[src/rtl/mdu_pkg.sv]
// Shared definitions for the iterative multiply/divide unit: op codes, FSM states
// and small op-decode helpers.
package mdu_pkg;

    localparam int unsigned MDU_WIDTH = 32;

    localparam logic [1:0] OP_MULTU = 2'b00;
    localparam logic [1:0] OP_MULT  = 2'b01;
    localparam logic [1:0] OP_DIVU  = 2'b10;
    localparam logic [1:0] OP_DIV   = 2'b11;

    typedef enum logic [1:0] {
        ST_IDLE = 2'd0,
        ST_RUN  = 2'd1,
        ST_FIX  = 2'd2
    } state_e;

    function automatic logic op_is_div(input logic [1:0] op);
        return (op == OP_DIVU) || (op == OP_DIV);
    endfunction

    function automatic logic op_is_signed(input logic [1:0] op);
        return (op == OP_MULT) || (op == OP_DIV);
    endfunction

endpackage

[src/rtl/mdu_step.sv]
// One iteration of the multiply/divide datapath: shift-add multiply on {P,MPLR}
// or restoring divide on {REM,QUO}. Purely combinational.
module mdu_step
    import mdu_pkg::*;
#(
    parameter int unsigned WIDTH = MDU_WIDTH
) (
    input  logic [2*WIDTH-1:0] acc,
    input  logic [WIDTH-1:0]   operand,
    input  logic               is_div,
    output logic [2*WIDTH-1:0] acc_next
);

    logic [WIDTH:0] add_sum;
    logic [WIDTH:0] trial;
    logic [WIDTH:0] diff;

    always_comb begin
        add_sum = {1'b0, acc[2*WIDTH-1:WIDTH]} + (acc[0] ? {1'b0, operand} : '0);
        // Partial remainder shifted left by one, pulling in the next dividend bit.
        trial   = acc[2*WIDTH-1:WIDTH-1];
        diff    = trial - {1'b0, operand};
        if (is_div) begin
            if (diff[WIDTH]) begin
                acc_next = {trial[WIDTH-1:0], acc[WIDTH-2:0], 1'b0};
            end else begin
                acc_next = {diff[WIDTH-1:0], acc[WIDTH-2:0], 1'b1};
            end
        end else begin
            acc_next = {add_sum, acc[WIDTH-1:1]};
        end
    end

endmodule

[src/rtl/mdu_iterative.sv]
// Iterative MIPS-style multiply/divide unit with HI/LO registers. Operates on
// magnitudes for WIDTH steps, then applies the signed fix-up in a single cycle.
module mdu_iterative
    import mdu_pkg::*;
#(
    parameter int unsigned WIDTH = MDU_WIDTH,
    parameter int unsigned CNT_W = 6
) (
    input  logic             clk,
    input  logic             reset,
    input  logic             start,
    input  logic [1:0]       op,
    input  logic [WIDTH-1:0] src_a,
    input  logic [WIDTH-1:0] src_b,
    input  logic             hi_wrt_en,
    input  logic             lo_wrt_en,
    input  logic [WIDTH-1:0] wrt_data,
    output logic             busy,
    output logic             done,
    output logic             div_zero,
    output logic [WIDTH-1:0] hi,
    output logic [WIDTH-1:0] lo
);

    localparam logic [CNT_W-1:0] CNT_LAST = CNT_W'(WIDTH - 1);

    state_e             state_q, state_d;
    logic [CNT_W-1:0]   cnt_q, cnt_d;
    logic               is_div_q, is_div_d;
    logic               sign_a_q, sign_a_d;
    logic               sign_b_q, sign_b_d;
    logic [WIDTH-1:0]   operand_q, operand_d;
    logic [2*WIDTH-1:0] acc_q, acc_d;
    logic [WIDTH-1:0]   hi_q, hi_d;
    logic [WIDTH-1:0]   lo_q, lo_d;
    logic               done_q, done_d;
    logic               div_zero_q, div_zero_d;

    logic               start_div;
    logic               start_sa, start_sb;
    logic [WIDTH-1:0]   mag_a, mag_b;
    logic [2*WIDTH-1:0] acc_step;
    logic [2*WIDTH-1:0] prod_fix;
    logic [WIDTH-1:0]   quo_fix, rem_fix;

    mdu_step #(
        .WIDTH(WIDTH)
    ) u_step (
        .acc     (acc_q),
        .operand (operand_q),
        .is_div  (is_div_q),
        .acc_next(acc_step)
    );

    always_comb begin
        start_div = op_is_div(op);
        start_sa  = op_is_signed(op) & src_a[WIDTH-1];
        start_sb  = op_is_signed(op) & src_b[WIDTH-1];
        mag_a     = start_sa ? -src_a : src_a;
        mag_b     = start_sb ? -src_b : src_b;
        prod_fix  = (sign_a_q ^ sign_b_q) ? -acc_q : acc_q;
        // On divide-by-zero the quotient is all ones and the remainder is |a|;
        // restoring the dividend sign recovers the original src_a bit pattern.
        rem_fix   = sign_a_q ? -acc_q[2*WIDTH-1:WIDTH] : acc_q[2*WIDTH-1:WIDTH];
        quo_fix   = ((sign_a_q ^ sign_b_q) && !div_zero_q) ? -acc_q[WIDTH-1:0]
                                                            : acc_q[WIDTH-1:0];
    end

    always_comb begin
        state_d    = state_q;
        cnt_d      = cnt_q;
        is_div_d   = is_div_q;
        sign_a_d   = sign_a_q;
        sign_b_d   = sign_b_q;
        operand_d  = operand_q;
        acc_d      = acc_q;
        hi_d       = hi_q;
        lo_d       = lo_q;
        done_d     = 1'b0;
        div_zero_d = div_zero_q;

        unique case (state_q)
            ST_IDLE: begin
                if (hi_wrt_en) hi_d = wrt_data;
                if (lo_wrt_en) lo_d = wrt_data;
                if (start) begin
                    is_div_d   = start_div;
                    sign_a_d   = start_sa;
                    sign_b_d   = start_sb;
                    operand_d  = start_div ? mag_b : mag_a;
                    acc_d      = {{WIDTH{1'b0}}, (start_div ? mag_a : mag_b)};
                    cnt_d      = '0;
                    div_zero_d = start_div && (src_b == '0);
                    state_d    = ST_RUN;
                end
            end
            ST_RUN: begin
                acc_d = acc_step;
                cnt_d = cnt_q + CNT_W'(1);
                if (cnt_q == CNT_LAST) state_d = ST_FIX;
            end
            ST_FIX: begin
                if (is_div_q) begin
                    hi_d = rem_fix;
                    lo_d = quo_fix;
                end else begin
                    hi_d = prod_fix[2*WIDTH-1:WIDTH];
                    lo_d = prod_fix[WIDTH-1:0];
                end
                done_d  = 1'b1;
                state_d = ST_IDLE;
            end
            default: state_d = ST_IDLE;
        endcase
    end

    always_ff @(posedge clk) begin
        if (reset) begin
            state_q    <= ST_IDLE;
            cnt_q      <= '0;
            is_div_q   <= 1'b0;
            sign_a_q   <= 1'b0;
            sign_b_q   <= 1'b0;
            operand_q  <= '0;
            acc_q      <= '0;
            hi_q       <= '0;
            lo_q       <= '0;
            done_q     <= 1'b0;
            div_zero_q <= 1'b0;
        end else begin
            state_q    <= state_d;
            cnt_q      <= cnt_d;
            is_div_q   <= is_div_d;
            sign_a_q   <= sign_a_d;
            sign_b_q   <= sign_b_d;
            operand_q  <= operand_d;
            acc_q      <= acc_d;
            hi_q       <= hi_d;
            lo_q       <= lo_d;
            done_q     <= done_d;
            div_zero_q <= div_zero_d;
        end
    end

    assign busy     = (state_q != ST_IDLE);
    assign done     = done_q;
    assign div_zero = div_zero_q;
    assign hi       = hi_q;
    assign lo       = lo_q;

endmodule
[config.mk]
export PLATFORM = sky130hd
export DESIGN_NAME = mdu_iterative
export DESIGN_NICKNAME = d
export VERILOG_FILES = /design/src/rtl/mdu_pkg.sv /design/src/rtl/mdu_step.sv /design/src/rtl/mdu_iterative.sv
export SDC_FILE = /design/constraint.sdc
export NUM_CORES = 1
export LEC_CHECK = 0
export ABC_CLOCK_PERIOD_IN_PS = 5000
export BUFFER_PORTS_ARGS = -buffer_cell sky130_fd_sc_hd__buf_2
export CORE_MARGIN = 2
export CORE_UTILIZATION = 47
export DETAILED_ROUTE_END_ITERATION = 8
export GPL_ROUTABILITY_DRIVEN = 0
export PLACE_DENSITY = 0.65
export SYNTH_ARGS = -nofsm -noshare
export SYNTH_HDL_FRONTEND = slang
export SYNTH_SLANG_ARGS = --single-unit
[constraint.sdc]
create_clock -name clk -period 5 [get_ports clk]
set_input_delay 0.75 -clock clk [delete_from_list [all_inputs] [get_ports clk]]
set_output_delay 0.75 -clock clk [all_outputs]
set_load 0.02 [all_outputs]
After elaboration in Yosys (flattened, before gate mapping)
Cells that the tools add are included.
{"block": "word_totals", "register_bits": 173, "input_bits": 103, "out_inout_bits": 67}
{"block": "classes", "add_sub_neg": 8, "eq_ne": 10, "mux": 24, "bitwise_logic": 3, "n_reduce_logical": 15}
{"cell": "two-way mux 32 bit", "count": 11}
{"cell": "two-way mux 64 bit", "count": 4}
{"cell": "negator 32 bit", "count": 4}
{"cell": "one-hot mux 32 bit (2 select lines)", "count": 2}
{"cell": "one-hot mux 64 bit (2 select lines)", "count": 1}
{"cell": "negator 64 bit", "count": 1}
{"cell": "adder 32 x 33 -> 33 bit", "count": 1}
{"cell": "subtractor 33 x 32 -> 33 bit", "count": 1}
{"cell": "zero test 32 bit", "count": 1}
{"cell": "one-hot mux 6 bit (2 select lines)", "count": 1}
{"cell": "AND reduction 2 bit", "count": 5}
{"cell": "inequality test 2 bit, second input constant", "count": 4}
{"cell": "adder 6 x 1 -> 6 bit, second input constant", "count": 1}
{"cell": "equality test 2 bit, second input constant", "count": 3}
{"cell": "equality test 6 x 5 -> 1 bit, second input constant", "count": 1}
{"cell": "two-way mux 6 bit", "count": 1}
{"cell": "nonzero test 2 bit", "count": 3}
{"cell": "equality test 2 x 1 -> 1 bit, second input constant", "count": 2}
{"cell": "two-way mux 2 bit", "count": 2}
{"cell": "one-hot mux 2 bit (2 select lines)", "count": 1}
{"cell": "AND 1 bit", "count": 2}
{"cell": "logical AND 1 bit", "count": 2}
{"cell": "zero test 2 bit", "count": 1}
{"cell": "logical OR 1 bit", "count": 2}
{"cell": "other kinds (3)", "count": 3}

Longest topological paths before layout
{"block": "depth", "ltp_word": 7, "depth_mapped": 15, "mapped_depth_nobuf": 13}

By module
Synthesis repeated with hierarchy kept, for this count alone.
{"block": "hier_totals", "hier_cells": 1966, "hier_area_um2": 14684.1}
{"mod": "mdu_iterative", "n_inst": 1, "cells_per_inst": 1303, "area_each_um2": 10093.4}
{"mod": "mdu_step", "n_inst": 1, "cells_per_inst": 663, "area_each_um2": 4590.7}

Worst setup path before layout
No wires, ideal clock.
{"block": "synth_path", "kind": "reg-to-reg", "from": "register acc_q[0]", "to": "register acc_q[62]", "arrival_ps": 3337, "setup_slack_ps": 1541, "path_stages_with_launch": 16, "n_path_buf": 3, "period_less_slack_ps": 3459, "cell_sequence": "dfxtp_1 > clkbuf_1 > inv_1 > clkbuf_1 > nor2_1 > ha_1 > clkbuf_1 > a21oi_1 > o221ai_1 > a21o_1 > a211oi_1 > a21oi_1 > o41ai_1 > o21ai_0 > mux2_2 > a221o_1"}
{"block": "synth_between", "elab_chain_cells": 4}
{"item": "start, declared", "line": "mdu_iterative.sv:33", "text": "logic [2*WIDTH-1:0] acc_q, acc_d;"}
{"item": "start signal, assigned", "line": "mdu_iterative.sv:125", "text": "acc_q <= '0;"}
{"item": "start signal, assigned", "line": "mdu_iterative.sv:137", "text": "acc_q <= acc_d;"}
{"item": "two-way mux 32 bit", "line": "mdu_step.sv:19", "text": "add_sum = {1'b0, acc[2*WIDTH-1:WIDTH]} + (acc[0] ? {1'b0, operand} : '0);"}
{"item": "adder 32 x 33 -> 33 bit", "line": "mdu_step.sv:19"}
{"item": "two-way mux 64 bit", "line": "mdu_step.sv:23", "text": "if (is_div) begin"}
{"item": "one-hot mux 64 bit (2 select lines)", "line": "mdu_iterative.sv:82", "text": "unique case (state_q)"}
Every way passes these cells.
A chain may end at the register's enable or synchronous reset.

Worst setup path in the final report
Ends and elaborated chain as after synthesis.

==> impl_results.md <==
* Antenna Nets Post-Route at 0
* Layout area overhead at 10.5%
* Primary FF master, synth: dfxtp_1
* Sw Ratio at approximately two fifths
* Cell count along the critical path at 13
* Final Hold Vio Count at 0
* RSZ-0062 raised after global routing: no
* Synth Area per Inst at 7.22 um^2
* Nets@finish at 2260
* Ys Warns at 0
* Pleak at 6.68 nW
* Crit path launch type: register
* CP Data Arrival Time at between 4000 and 5000 ps
* Synth Instances at 2023
* Post-synth top cells: 293 x nor2_1, 192 x a21oi_1, 185 x nand2_1
* Power per cell area at 268 mW/mm^2
* CTS Root Cell: clkbuf_16
* Fin Hold WS at 451 ps
* Clock power share at 31.2%
* Ports at 170
* Sequential power share at 36.7%
* Slew HR at 33.7%
* Die width at 180 um
* Global route overflow at 0
* Post-CTS setup buffers at 0
* Worst Tran Pin Value at 992 ps
* Library cells used by synthesis at 78
* Met2 wire length at 21700 um
* Post-route worst setup slack at 1020 ps
* Synthesized Nets at 2197
* Routed WL per cell at 20.2 um
* CORE AREA at 0.0306 mm^2
* Most instantiated library cell after synthesis: nor2_1
* Share of layout cells above drive strength 1 at 11.9%
* Cell Rows at 64
* DRC viols at 0
* ANT cells at 0
* Chip Height at 180 um
* Fillcell total at between 3000 and 4000
* Buffers and inverters on the worst path at 2
* Maxcap violations at 0
* Synth top area share at 23.7%
* Async S/R FF share, synth at 0%
* Synth Register Bits at 173
* Crit-path slowest cell: o41ai_1
* Vias post-DR at ~15000
* Worst-path clk slew at roughly 70 ps
* Sum of negative setup slack at 0 ps
* Crit-path max cell delay at 590 ps
* Via density at approximately 6
* Die area at between 0.03 and 0.04 mm^2
* CP max FO at 17
* Cell Int Power at 2.68 mW
* Crit Path Category: reg -> reg
* Total GRT Usage at 30.2%
* Skew-Pair Late Insertion Delay at between 400 and 500 ps
* CTS tree: done
* Final HPWL DP at between 30000 and 40000 um
* Most frequent CP cell: a21oi_1
* EDFF count, synth at 0
* Bufs on Longest Clock Path at 2
* H-Tree Depth at 4
* Port buffer count at 169
* Post-Syn Area at 0.0146 mm^2
* Starting Density at 47.7%
* Pin count of the biggest net entering global routing at between 60 and 70
* Worst Clk Skew at ~13 ps
* CTS resizes at 0
* Top area cells in the synthesized netlist: dfxtp_1 24%, nor2_1 7.5%, a21oi_1 6.6%
* Routed wl met3 at 4430 um
* Pre-CTS WS at approximately 1100 ps
* First-pass GRT wire length at ~79000 um
* Vias in the first global route at ~14000
* Wl on met1 at 22600 um
* Iter 0 DRT Violations at between 1000 and 1500
* Tightest Hold Check Type: reg -> reg
* Slew Viols, Final at 0
* Min Tclk post-route at 3980 ps
* Crit-path leading delay family: compound AO/OA/AOI/OAI gates
* Peak VDD IR at between 0.00015 and 0.0002 V
* Pre-antenna DRT Iters at 5
* Comb pwr share at ~32%
* Worst hold stages at 2
* Seq/Total Area, Yosys at 23.7%
* TritonCTS Sinks at 173
* Hold_buf cts at 0
* Top sig layer: met4
* Worst setup EP type: register
* Worst Path Required at approximately 5300 ps
* Sw power at roughly 1.6 mW
* Status: finished clean
* Drt total wl at roughly 50000 um
* Max Fclk at approximately 0.25 GHz
* CTS buffer count at 17
* CP cell instances: inv_1, buf_4, nor2_1, ha_1, a21oi_1, o221ai_1, a21o_1, a211oi_1, a21oi_1, o41ai_1, o21ai_0, mux2_2, a221o_1
* Largest area contributor in the netlist: dfxtp_1
* Part of the cycle the worst path needs at 79.7%
* Initial antenna violation count at 0
* Number of setup violations in the final report at 0
* Worst R2R Path Depth at 13
cell usage in the layout, fill, tap and decap left out, drive strengths merged, types with 13 or more instances in the layout:
cell type / synthesis / final
ha: 69 / 69
nand3: 49 / 49
o211ai: 21 / 21
o41ai: 17 / 17
nor4: 16 / 16
mux2i: 68 / 68
a211oi: 59 / 59
and2: 13 / 13
a31oi: 33 / 33
nor2: 293 / 293
nor3: 39 / 39
dfxtp: 173 / 173
o31ai: 26 / 26
a21o: 34 / 34
a21oi: 192 / 192
a311oi: 18 / 18
inv: 63 / 69
clkbuf: 119 / 20
nand4: 15 / 15
o21ai: 117 / 117
xnor2: 90 / 90
nand2: 185 / 185
a22oi: 17 / 17
nand2b: 17 / 17
buf: 25 / 188
xor2: 76 / 76
cells by family after synthesis:
group / share of synthesized area [%]
muxes: 4.97
AOI/OAI and AO/OA: 28.2
and+or+nand+nor: 21.5
xor gates and xnor gates: 9.96
buffers and inverters: 5.43
adders and majority gates: 6.19
DFF: 23.7
power groups by stage:
stage	sequential, mW	clock, mW	combinational, mW
after floorplan	1.60	0	0.953
after global placement	1.61	0	1.34
after detailed placement	1.62	0	1.36
after CTS	1.58	1.34	1.36
after global routing	1.60	1.40	1.51
final	1.59	1.35	1.39
metrics by stage:
step                      area, um^2  std cells  utilization (%)  total power, mW
after global routing           16100       2495             52.7             4.51
after CTS                      16100       2495             52.7             4.29
after floorplan                14600       2023                -             2.55
after detailed placement       15600       2463             50.9             2.97
after global placement         15600       2463             50.9             2.95
final                          16100       2495             52.7             4.32
final timing paths:
| path | start | endpoint | slack, ps |
|---|---|---|---|
| setup / recovery | acc_q[0] | acc_q[62] | 1020 |
| hold / removal | operand_q[20] | operand_q[20] | 450 |
| setup reg to reg | acc_q[0] | acc_q[62] | 1020 |
| hold reg to reg | operand_q[20] | operand_q[20] | 450 |
registers in the layout, indices dropped and copies added, names as in the netlist:
name,flops
operand_q,32
done,1
div_zero,1
is_div_q,1
lo,32
acc_q,64
hi,32
sign_b_q,1
sign_a_q,1
state_q,2
cnt_q,6
tightest hold or removal path: stages, from the launching register on:
cell and delay, ps:
dfxtp_1 310, nand2_1 50, a21oi_1 50
final cells by class:
class	count	area (um^2)	share of cell area, %
multi-input cells	1642	10400	64.3
flip-flops and latches	173	3460	21.5
repair buffers	188	991	6.15
well taps	396	495	3.07
clock buffers	20	437	2.71
inverters	64	240	1.49
clock inverters	12	126	0.784
layer usage:
metal | up-vias | global-route usage (%)
met5 | - | 0
met4 | 0 | 10.5
met3 | 86 | 5.11
met2 | 751 | 46.4
met1 | 7148 | 42.5
li1 | 7447 | -
Power figures use the tool's default switching activity.
